`src/rtl/acum_drain_pkg.sv`:
```
// Shared types and constants for the accumulator drain block.
// The ACUM_DRAIN_RELU_EN build option uses relu_lane() from this package.
package acum_drain_pkg;

  localparam int LANES  = 4;
  localparam int LANE_W = 32;
  localparam int ROW_DW = 128;

  typedef enum logic [2:0] {
    ST_IDLE,
    ST_ISSUE,
    ST_CAPTURE,
    ST_WRITE,
    ST_DONE
  } drain_state_t;

  function automatic logic [LANE_W-1:0] relu_lane(input logic [LANE_W-1:0] v);
    return v[LANE_W-1] ? '0 : v;
  endfunction

endpackage

```
`src/rtl/acum_drain_post.sv`:
```
// Per-lane row transform applied as a FIFO word is captured.
// ACUM_DRAIN_RELU_EN selects signed ReLU per lane; without it the row passes through.
module drain_post
  import acum_drain_pkg::*;
(
  input  logic [ROW_DW-1:0] row_i,
  output logic [ROW_DW-1:0] row_o
);

`ifdef ACUM_DRAIN_RELU_EN
  for (genvar i = 0; i < LANES; i++) begin : g_lane
    assign row_o[i*LANE_W +: LANE_W] = relu_lane(row_i[i*LANE_W +: LANE_W]);
  end
`else
  assign row_o = row_i;
`endif

endmodule

```
`src/rtl/acum_drain.sv`:
```
// Drains result rows from the accumulator output FIFO to memory, one row per
// write, addresses spaced by a programmable stride. Build option: ACUM_DRAIN_RELU_EN.
//
// state   | meaning
// IDLE    | waiting for start
// ISSUE   | pop one word once the FIFO is non-empty
// CAPTURE | FIFO data valid this cycle; register transformed row
// WRITE   | hold write request until accepted
// DONE    | one-cycle done pulse
module acum_drain
  import acum_drain_pkg::*;
#(
  parameter int ADDR_W = 32,
  parameter int ROW_W  = 5
) (
  input  logic              clk_i,
  input  logic              rst_ni,
  input  logic              start_i,
  input  logic [ADDR_W-1:0] base_addr_i,
  input  logic [ADDR_W-1:0] stride_i,
  input  logic [ROW_W-1:0]  num_rows_i,
  output logic              busy_o,
  output logic              done_o,
  input  logic              buf_empty_i,
  output logic              buf_rd_en_o,
  input  logic [ROW_DW-1:0] buf_data_i,
  output logic              mem_wr_valid_o,
  input  logic              mem_wr_ready_i,
  output logic [ADDR_W-1:0] mem_wr_addr_o,
  output logic [ROW_DW-1:0] mem_wr_data_o
);

  drain_state_t      state_q;
  logic              busy_q;
  logic              done_q;
  logic              valid_q;
  logic [ADDR_W-1:0] addr_q;
  logic [ADDR_W-1:0] stride_q;
  logic [ROW_W-1:0]  rows_q;
  logic [ROW_W-1:0]  row_cnt_q;
  logic [ROW_W-1:0]  row_cnt_d;
  logic [ROW_DW-1:0] data_q;
  logic [ROW_DW-1:0] post_row;

  drain_post u_post (
    .row_i (buf_data_i),
    .row_o (post_row)
  );

  assign row_cnt_d = row_cnt_q + ROW_W'(1);

  // Pop is qualified by the live empty flag so a stale sample can never underflow the FIFO.
  assign buf_rd_en_o = (state_q == ST_ISSUE) && !buf_empty_i;

  always_ff @(posedge clk_i or negedge rst_ni) begin
    if (!rst_ni) begin
      state_q   <= ST_IDLE;
      busy_q    <= 1'b0;
      done_q    <= 1'b0;
      valid_q   <= 1'b0;
      addr_q    <= '0;
      stride_q  <= '0;
      rows_q    <= '0;
      row_cnt_q <= '0;
      data_q    <= '0;
    end else begin
      done_q <= 1'b0;
      case (state_q)
        ST_IDLE: begin
          if (start_i) begin
            busy_q <= 1'b1;
            if (num_rows_i != '0) begin
              rows_q    <= num_rows_i;
              stride_q  <= stride_i;
              addr_q    <= base_addr_i;
              row_cnt_q <= '0;
              state_q   <= ST_ISSUE;
            end else begin
              done_q  <= 1'b1;
              state_q <= ST_DONE;
            end
          end
        end
        ST_ISSUE: begin
          if (!buf_empty_i) state_q <= ST_CAPTURE;
        end
        ST_CAPTURE: begin
          data_q  <= post_row;
          valid_q <= 1'b1;
          state_q <= ST_WRITE;
        end
        ST_WRITE: begin
          if (mem_wr_ready_i) begin
            valid_q   <= 1'b0;
            row_cnt_q <= row_cnt_d;
            addr_q    <= addr_q + stride_q;
            if (row_cnt_d == rows_q) begin
              done_q  <= 1'b1;
              state_q <= ST_DONE;
            end else begin
              state_q <= ST_ISSUE;
            end
          end
        end
        ST_DONE: begin
          busy_q  <= 1'b0;
          state_q <= ST_IDLE;
        end
        default: state_q <= ST_IDLE;
      endcase
    end
  end

  assign busy_o         = busy_q;
  assign done_o         = done_q;
  assign mem_wr_valid_o = valid_q;
  assign mem_wr_addr_o  = addr_q;
  assign mem_wr_data_o  = data_q;

endmodule

```
`config.mk`:
```
export PLATFORM = sky130hd
export DESIGN_NAME = acum_drain
export DESIGN_NICKNAME = d
export VERILOG_FILES = /design/src/rtl/acum_drain_pkg.sv /design/src/rtl/acum_drain_post.sv /design/src/rtl/acum_drain.sv
export SDC_FILE = /design/constraint.sdc
export NUM_CORES = 1
export LEC_CHECK = 0
export ABC_AREA = 0
export BUFFER_PORTS_ARGS = -buffer_cell sky130_fd_sc_hd__buf_2
export CORE_MARGIN = 2
export CORE_UTILIZATION = 50
export CTS_CLUSTER_SIZE = 14
export DETAILED_ROUTE_END_ITERATION = 10
export PLACE_DENSITY = 0.81
export SYNTH_ARGS = -nofsm -noshare
export SYNTH_HDL_FRONTEND = slang
export SYNTH_SLANG_ARGS = --single-unit
```
`constraint.sdc`:
```
create_clock -name clk_i -period 2.9 [get_ports clk_i]
set_clock_uncertainty 0.05 [all_clocks]
set_input_delay 0.435 -clock clk_i [delete_from_list [all_inputs] [get_ports clk_i]]
set_output_delay 0.435 -clock clk_i [all_outputs]
set_load 0.01 [all_outputs]
```
==> flow_summary.json, run 1 <==
{
  "wirelength_mm": 29.01,
  "clk-insertion-delay-late_ps": 510,
  "dpl.hpwl_mm": 21.97,
  "io_buffer_count": 365,
  "ys_types": 61,
  "syn_avg_cell_area_sq_um": 11.77,
  "fillers": 1516,
  "ant_nets": 0,
  "post-route-period-util": 0.9554,
  "hold_violations": 0,
  "worstPathArrival_ps": 3090,
  "syn2layout_area_growth_pct": 30.99,
  "p_leak_nw": 6.228,
  "setup_violations": 0,
  "synth-simple-area-share": 0.08170,
  "dp.cells": 1442,
  "p_per_area_nw_per_um2": 1335,
  "status": "finished, final reports clean",
  "synth.top_cell.area_share": 0.5294,
  "slew_violations": 0,
  "grt_pass1_vias": 7975,
  "async_flop_share": 1.000,
  "htree_levels": 1,
  "fin_nets": 1439,
  "synth-seq-cells": 208,
  "grt_overflow": 0,
  "track_usage": 0.2712,
  "worstPathMaxFanout": 3,
  "via_per_inst": 5.352,
  "synthXorXnorAreaFrac": 0.02762,
  "power_mw": 17.20,
  "final_util": 0.6639,
  "syn_nets": 1070,
  "synthMuxAreaShare": 0.1922,
  "synth_compound_area_frac": 0.1026,
  "fin_tns_setup_ps": 0,
  "synth_top_family_by_area": "multiplexers",
  "post_drt_wl_per_cell_um": 19.47,
  "synth_cells": 835,
  "power_frac_comb": 0.518,
  "die_area_sq_um": 20800,
  "cellInternalPower_mw": 10.26,
  "finalCriticalPeriod_ps": 2771,
  "drc": 0,
  "rows": 51,
  "initial_core_util": 0.5068,
  "root_buffer": "clkbuf_16",
  "vias": 7975,
  "clockPowerShare": 0.174,
  "drive_gt1_frac": 0.5020,
  "clkTransAtPathRegs_ps": 60,
  "ir_drop_uv": 753.9,
  "fp.coreArea_sq_um": 19400,
  "drtIter0Drc": 352,
  "dieWidth_um": 144.2,
  "grt_antenna_before_repair": 7,
  "worst_slew_pin_slew_ps": 685.7,
  "timing.final.ws_setup_ps": 129.4,
  "synth_flop_cell": "dfrtp_1",
  "grt_max_degree": 66,
  "p_seq_frac": 0.308,
  "cts_buffers": 24,
  "synth_fa_ha_area_frac": 0.04276,
  "cts.sinks": 208,
  "final_cells": 1490,
  "ys_warn_count": 0,
  "firstDrtPassIters": 5,
  "slew_headroom": 0.5404,
  "gp_congestion": 0.8727,
  "switching_share": 0.4034,
  "synth_edf_count": 0,
  "ys_seq_area_frac": 0.5294,
  "synthTopCellsByArea": "dfrtp_1 (53%), mux2_2 (19%), ha_1 (4.1%)",
  "worst_hold_path_type": "in2reg",
  "crit_type": "reg2reg",
  "yosysTopAreaCell": "dfrtp_1",
  "cts_tree": "done",
  "io_pins": 366,
  "place_ws_ps": 31.15,
  "syn_area_sq_um": 9832,
  "grt_pass1_wl_mm": 43.31,
  "p_switching_mw": 6.938,
  "clock_path_buffers": 3,
  "maxCapViolCount": 0,
  "die_y_um": 144.2,
  "rsz0062_at_grt": "no",
  "endpoint_kind": "register",
  "fmax_mhz": 360.9,
  "cp.required_ps": 3220,
  "startpoint_type": "register",
  "hold_ws_ps": 94.20,
  "final_cell_area_sq_um": 12880,
  "dpl_cell_area_sq_um": 12050
}
## worst paths after layout
path	end	cells after the start	slack, ps	start
setup / recovery	mem_wr_addr_o[26]	11	130	mem_wr_addr_o[0]
hold / removal	mem_wr_data_o[0]	2	90	buf_data_i[0]
setup reg to reg	mem_wr_addr_o[26]	11	130	mem_wr_addr_o[0]
hold reg to reg	mem_wr_valid_o	1	420	mem_wr_valid_o
max in group asynchronous	mem_wr_data_o[18]	3	1560	rst_ni
min in group asynchronous	stride_q[12]	2	450	rst_ni
## cells by family (layout without fill, tap and decap cells)
| logic type | after synthesis | after routing |
|---|---|---|
| flops | 208 | 208 |
| simple gates | 181 | 181 |
| mux | 168 | 168 |
| compound gates | 156 | 156 |
| buf+inv | 58 | 444 |
| fa+ha+maj | 33 | 33 |
| xor+xnor | 31 | 31 |
| other cells | 0 | 4 |
## layer usage
metal	vias up	wire [um]	GRT usage
li1	3722	-	-
met1	3860	11060	0.3267
met2	315	14240	0.4612
met3	72	2346	0.07583
met4	6	1326	0.1104
met5	-	37	0
## synthesized netlist by cell type (3+ instances only)
master / instances
clkbuf_1: 29
nand2_1: 65
dfrtp_1: 208
nand4_1: 5
nor3_1: 7
a21oi_1: 55
o21bai_1: 5
or4_1: 3
a211oi_1: 4
xnor2_1: 15
or3_1: 4
a31oi_1: 12
o21ai_0: 33
nor2_1: 55
o21a_1: 3
xor2_1: 16
and3_1: 5
buf_2: 12
nand3_1: 25
ha_1: 32
mux2_2: 166
inv_1: 14
a21o_1: 10
o21ai_2: 5
## repair_timing
item,in CTS,in global routing
setup buffers,0,0
resized for setup,1,3
setup endpoints to repair,1,5
pin swaps,0,3
cloned,0,0
endpoints found under the hold margin,62,0
hold buffers,1,0
## cells in the final DEF, fill, tap and decap left out, drive strengths merged, types with 4 or more instances in the layout
cell and instances:
mux2 166, buf 384, a21o 11, nand2 65, o21ai 40, xor2 16, a31oi 12, diode 4
clkbuf 39, or3 5, nor3 7, a211oi 5, inv 15, a21oi 56, o21bai 5, nor2 55
nand3 25, dfrtp 208, clkinv 4, nand4 5, ha 32, and3 6, xnor2 15
## registers in the layout, summed over array words and instances (netlist names)
name            cells
busy_o              1
mem_wr_valid_o      1
mem_wr_addr_o      32
done_o              1
stride_q           32
state_q             3
row_cnt_q           5
rows_q              5
mem_wr_data_o     128
## power groups by stage
stage | combinational, mW | clock (mW) | sequential (mW)
after floorplan | 5.36 | 0 | 5.69
after global placement | 8.62 | 0 | 5.22
after detailed placement | 8.82 | 0 | 5.30
after CTS | 8.89 | 3.05 | 5.28
after global routing | 9.68 | 3.17 | 5.47
final | 8.91 | 3.00 | 5.29
## layout make-up
class,instances,area [sq um],area share
antenna,4,10.01,0.0007772
clock buffer,38,733.2,0.05693
clock inverter,5,61.31,0.004761
inverter,15,56.30,0.004372
multi-input combinational,569,4423,0.3434
sequential,208,5205,0.4042
tap,265,331.6,0.02575
timing repair buffer,386,2058,0.1598
## critical path, stage by stage (launching register included)
cell and delay (ps):
dfrtp_1 400, ha_2 220, fa_1 400, a21o_1 230, a22o_1 210, o21ai_2 230, o41ai_4 120, o221ai_2 230
nand4b_1 170, nand2_1 80, xnor2_1 150, o221ai_1 130
No activity file was read; power rests on OpenSTA's default activity.
==> run 2, diff against run 1 <==
Settings changed: REMOVE_ABC_BUFFERS set to 1.
==> flow_summary.json, run 2 (synthesis results as in run 1) <==
{
  "path_cells": "ha_1 > fa_1 > a21o_1 > a221oi_2 > o21bai_1 > a21oi_2 > o2bb2ai_2 > or2_2 > xor2_1 > nand2_1 > a21oi_1",
  "post-route-period-util": 0.9538,
  "root_buffer": "clkbuf_16",
  "post_drt_wl_per_cell_um": 18.57,
  "die_y_um": 144.2,
  "startpoint_type": "register",
  "r2r_setup_slack_ps": 130,
  "hold_ws_ps": 97.82,
  "max_stage_delay_ps": 420,
  "fp.coreArea_sq_um": 19400,
  "rsz0062_at_grt": "no",
  "dieWidth_um": 144.2,
  "worst_slew_pin_slew_ps": 781.2,
  "slew_headroom": 0.4792,
  "grt_max_degree": 130,
  "fmax_mhz": 361.5,
  "drive_gt1_frac": 0.4984,
  "worstPathMaxFanout": 3,
  "drc": 0,
  "die_area_sq_um": 20800,
  "initial_core_util": 0.5068,
  "p_per_area_nw_per_um2": 1325,
  "fin_nets": 1435,
  "mostFrequentLayoutCells": "buf_2 (364), dfrtp_1 (208), mux2_2 (166)",
  "gp_congestion": 0.8618,
  "crit_type": "reg2reg",
  "path_buf_inv": 0,
  "wirelength_mm": 27.52,
  "cts_tree": "done",
  "io_pins": 366,
  "crit_family": "compound AO/OA/AOI/OAI gates",
  "dp.cells": 1439,
  "worst_hold_path_type": "in2reg",
  "htree_levels": 1,
  "firstDrtPassIters": 5,
  "largest_reg_flops": 128,
  "p_leak_nw": 6.184,
  "syn2layout_area_growth_pct": 30.20,
  "setup_violations": 0,
  "postCtsSetupBuffers": 0,
  "slew_violations": 0,
  "clkTransAtPathRegs_ps": 60,
  "ant_nets": 0,
  "cts.sinks": 208,
  "status": "finished, final reports clean",
  "finalCriticalPeriod_ps": 2766,
  "critPathSlowestCell": "fa_1",
  "io_buffer_count": 365,
  "endpoint_kind": "register",
  "via_per_inst": 5.353,
  "drtIter0Drc": 313,
  "dpl.hpwl_mm": 20.23,
  "clk-insertion-delay-late_ps": 510,
  "maxCapViolCount": 0,
  "cts_buffers": 23,
  "fin_tns_setup_ps": 0,
  "track_usage": 0.2557,
  "final_common_cell": "buf_2",
  "ir_drop_uv": 870.6,
  "dpl_cell_area_sq_um": 12010,
  "grt_pass1_vias": 8005,
  "rows": 51,
  "cp.required_ps": 3290,
  "grt_antenna_before_repair": 7,
  "timing.final.ws_setup_ps": 133.9,
  "power_mw": 16.97,
  "grt_pass1_wl_mm": 41.48,
  "worstPathArrival_ps": 3160,
  "clock_path_buffers": 3,
  "final_util": 0.6599,
  "grt_overflow": 0,
  "final_cells": 1482,
  "hold_violations": 0,
  "final_cell_area_sq_um": 12800,
  "place_ws_ps": 112.8,
  "vias": 7933
}
==> run 2: final timing paths <==
check	start	end	depth (start not counted)
worst min-delay path	buf_data_i[119]	mem_wr_data_o[119]	2
worst min register to register	mem_wr_valid_o	mem_wr_valid_o	1
worst max-delay path	mem_wr_addr_o[0]	mem_wr_addr_o[20]	11
worst max register to register	mem_wr_addr_o[0]	mem_wr_addr_o[20]	11
min in group asynchronous	rst_ni	stride_q[3]	2
max in group asynchronous	rst_ni	mem_wr_data_o[12]	3
==> run 2: worst register-to-register path: stages (launching register included) <==
cell,delay (ps)
dfrtp_1,400
ha_1,240
fa_1,420
a21o_1,240
a221oi_2,270
o21bai_1,140
a21oi_2,220
o2bb2ai_2,110
or2_2,290
xor2_1,130
nand2_1,70
a21oi_1,120
==> run 2: timing repair <==
action	in CTS	in global routing
hold buffers	1	0
resized for setup	0	5
endpoints found under the setup margin	0	5
hold endpoints to repair	83	0
==> run 2: layer usage <==
metal,vias to the layer above,share of wire,GRT usage
met5,-,0.0015,0
met4,6,0.040,0.09913
met3,77,0.078,0.07318
met2,303,0.51,0.4614
met1,3844,0.37,0.2860
li1,3703,-,-
==> run 2: area by class of cell <==
cell class                      instances  area [sq um]
Tap cell                              265         331.6
Antenna cell                            3         7.507
Fill cell                            1502          6598
Timing Repair Buffer                  383          2024
Multi-Input combinational cell        569          4437
Sequential cell                       208          5205
Clock inverter                          7         100.1
Inverter                               15         56.30
Clock buffer                           32         639.4
==> run 2: report_power, final <==
part           total [mW]  internal, mW  leakage (nW)  switching, mW
combinational        8.83          4.05          3.35           4.78
sequential           5.26          4.37          2.47          0.882
clock                2.88          1.72         0.366           1.16
total                17.0          10.1          6.18           6.83
==> run 3, diff against run 2 <==
Settings changed: ABC_AREA 0 to 1, CORE_UTILIZATION 50 to 51.
==> flow_summary.json, run 3 <==
{
  "status": "finished, final reports clean",
  "worstPathMaxFanout": 4,
  "reg2reg_from": "mem_wr_addr_o[0]",
  "slew_violations": 0,
  "yosys.cell_count.top_type": "nand2_1",
  "dpl_cell_area_sq_um": 12720,
  "p_per_area_nw_per_um2": 1245,
  "largest_reg_flops": 128,
  "grt_pass1_vias": 10162,
  "dieWidth_um": 148.3,
  "final_cells": 2126,
  "fillers": 1797,
  "io_pins": 366,
  "fp.coreArea_sq_um": 20300,
  "worst_hold_path_type": "in2reg",
  "post_drt_wl_per_cell_um": 15.23,
  "mostFrequentLayoutCells": "nand2_1 (795), buf_2 (364), dfrtp_1 (208)",
  "synth_cells": 1478,
  "post-route-period-util": 0.7902,
  "fin_tns_setup_ps": 0,
  "synth.top_cell.area_share": 0.4905,
  "dp.cells": 2076,
  "grt_overflow": 0,
  "cp.required_ps": 3270,
  "final_cell_area_sq_um": 13510,
  "grt_antenna_before_repair": 10,
  "slew_headroom": 0.5204,
  "syn_avg_cell_area_sq_um": 7.180,
  "firstDrtPassIters": 5,
  "wirelength_mm": 32.38,
  "worst_slew_pin_slew_ps": 718.4,
  "fin_nets": 2068,
  "ant_nets": 0,
  "cts_tree": "done",
  "grt_max_degree": 131,
  "final_common_cell": "nand2_1",
  "ir_drop_uv": 809.7,
  "cts.sinks": 208,
  "min_from": "buf_data_i[36]",
  "p_switching_mw": 7.814,
  "final_util": 0.6654,
  "power_frac_comb": 0.524,
  "power_mw": 16.81,
  "clkTransAtPathRegs_ps": 60,
  "endpoint_kind": "register",
  "r2r-end": "mem_wr_addr_o[20]",
  "syn_area_sq_um": 10610,
  "initial_core_util": 0.5228,
  "async_flop_share": 1.000,
  "io_buffer_count": 365,
  "drive_gt1_frac": 0.2305,
  "cts_buffers": 24,
  "crit_type": "reg2reg",
  "postCtsSetupBuffers": 0,
  "clock_path_buffers": 3,
  "holdBufCountCts": 1,
  "clockPowerShare": 0.170,
  "ys_types": 28,
  "reg2reg_depth": 12,
  "setup_violations": 0,
  "synth_flop_cell": "dfrtp_1",
  "synth-seq-cells": 208,
  "ys_seq_area_frac": 0.4905,
  "track_usage": 0.2902,
  "vias": 10393,
  "synth_commonest_cells": "nand2_1 (795), dfrtp_1 (208), inv_1 (131), nor2_1 (91), nand3_1 (52)",
  "p_leak_nw": 8.066,
  "finalCriticalPeriod_ps": 2291,
  "cts_resized": 0,
  "synthTopCellsByArea": "dfrtp_1 (49%), nand2_1 (28%), inv_1 (4.6%)",
  "whs_endpoint": "mem_wr_data_o[36]",
  "drc": 0,
  "synth_edf_count": 0,
  "clk-insertion-delay-late_ps": 530,
  "startpoint_type": "register",
  "rsz0062_at_grt": "no",
  "gp_congestion": 0.9467,
  "syn2layout_area_growth_pct": 27.28,
  "p_seq_frac": 0.306,
  "dpl.hpwl_mm": 24.39,
  "drtIter0Drc": 529,
  "htree_levels": 1,
  "r2r_setup_slack_ps": 610,
  "die_y_um": 148.3,
  "cellInternalPower_mw": 8.999,
  "grt_pass1_wl_mm": 51.10,
  "hold_depth": 3,
  "die_area_sq_um": 21980,
  "switching_share": 0.4648,
  "fmax_mhz": 436.4,
  "hold_violations": 0,
  "maxCapViolCount": 0,
  "worstPathArrival_ps": 2660,
  "root_buffer": "clkbuf_16",
  "yosysTopAreaCell": "dfrtp_1",
  "rows": 52,
  "ys_warn_count": 0,
  "via_per_inst": 4.889
}
[run 3: changes by cell type after synthesis, moves of 6 or more]
cell,change
o21ai_0,-13
inv_1,+117
nor2_1,+36
nand3_1,+27
mux2_2,-166
a21oi_1,-7
o21ai_1,+6
a31oi_1,-9
xnor2_1,-11
a21o_1,-9
nand2_1,+730
[run 3: routing by layer]
| metal | wire length, um | global-route usage | vias to the layer above |
|---|---|---|---|
| met5 | 39 | 0 | - |
| met4 | 1916 | 0.1543 | 6 |
| met3 | 2460 | 0.07914 | 105 |
| met2 | 15470 | 0.4917 | 367 |
| met1 | 12490 | 0.3370 | 4695 |
| li1 | - | - | 5220 |
[run 3: cell type report]
cell class                 count  area [sq um]  share of cell area
antenna                        8         20.02            0.001482
inverter                     134         505.5             0.03742
timing repair buffer         377          1979              0.1465
tap                          270         337.8             0.02501
clock buffer                  31         676.9             0.05011
clock inverter                10         77.57            0.005743
multi-input combinational   1088          4706              0.3484
sequential                   208          5205              0.3853
[run 3: power by group through the flow]
stage          sequential (mW)  clock, mW  combinational (mW)
6_report                  5.15       2.86                8.80
5_1_grt                   5.31       3.04                9.94
4_1_cts                   5.14       2.91                8.82
3_5_place_dp              5.16          0                8.78
3_3_place_gp              5.10          0                8.61
2_1_floorplan             5.59          0                5.06
[run 3: how the worst max path moves through the flow]
stage	startpoint	to	slack, ps	cells past startpoint
floorplan	state_q[2]	mem_wr_data_o[0]	-9540	4
global placement	mem_wr_addr_o[0]	mem_wr_addr_o[20]	660	12
finish	mem_wr_addr_o[0]	mem_wr_addr_o[20]	610	12
CTS	mem_wr_addr_o[0]	mem_wr_addr_o[28]	610	12
detailed placement	mem_wr_addr_o[0]	mem_wr_addr_o[20]	630	12
global route	mem_wr_addr_o[0]	mem_wr_addr_o[20]	450	12
[run 3: worst max-delay path: stages (launching register included)]
cell     delay [ps]
dfrtp_1         390
ha_1            250
fa_1            470
nand3_1         120
nand3_1         160
nand3_1         120
nand3_1         180
nand3_1         150
nand2_1          60
nand2_1          60
nand3_1          60
nand2_1          80
nand2_1          40
[run 3: logic make-up (layout without fill, tap and decap cells)]
group | count (synthesis) | after routing | share of synthesized area
flops | 208 | 208 | 0.4905
simple gates | 955 | 955 | 0.3483
xor+xnor | 15 | 15 | 0.01238
buf+inv | 182 | 552 | 0.06756
other cells | 0 | 8 | 0
compound gates | 85 | 85 | 0.04174
fa+ha+maj | 33 | 33 | 0.03961
[run 3: metrics by stage]
step | setup slack, ps | hold WS [ps]
finish | 608.5 | 48.96
global route | 446.9 | 39.33
CTS | 610.6 | 37.33
detailed placement | 626.7 | 374.8
global placement | 663.9 | 371.8
floorplan | -9544 | 89.41
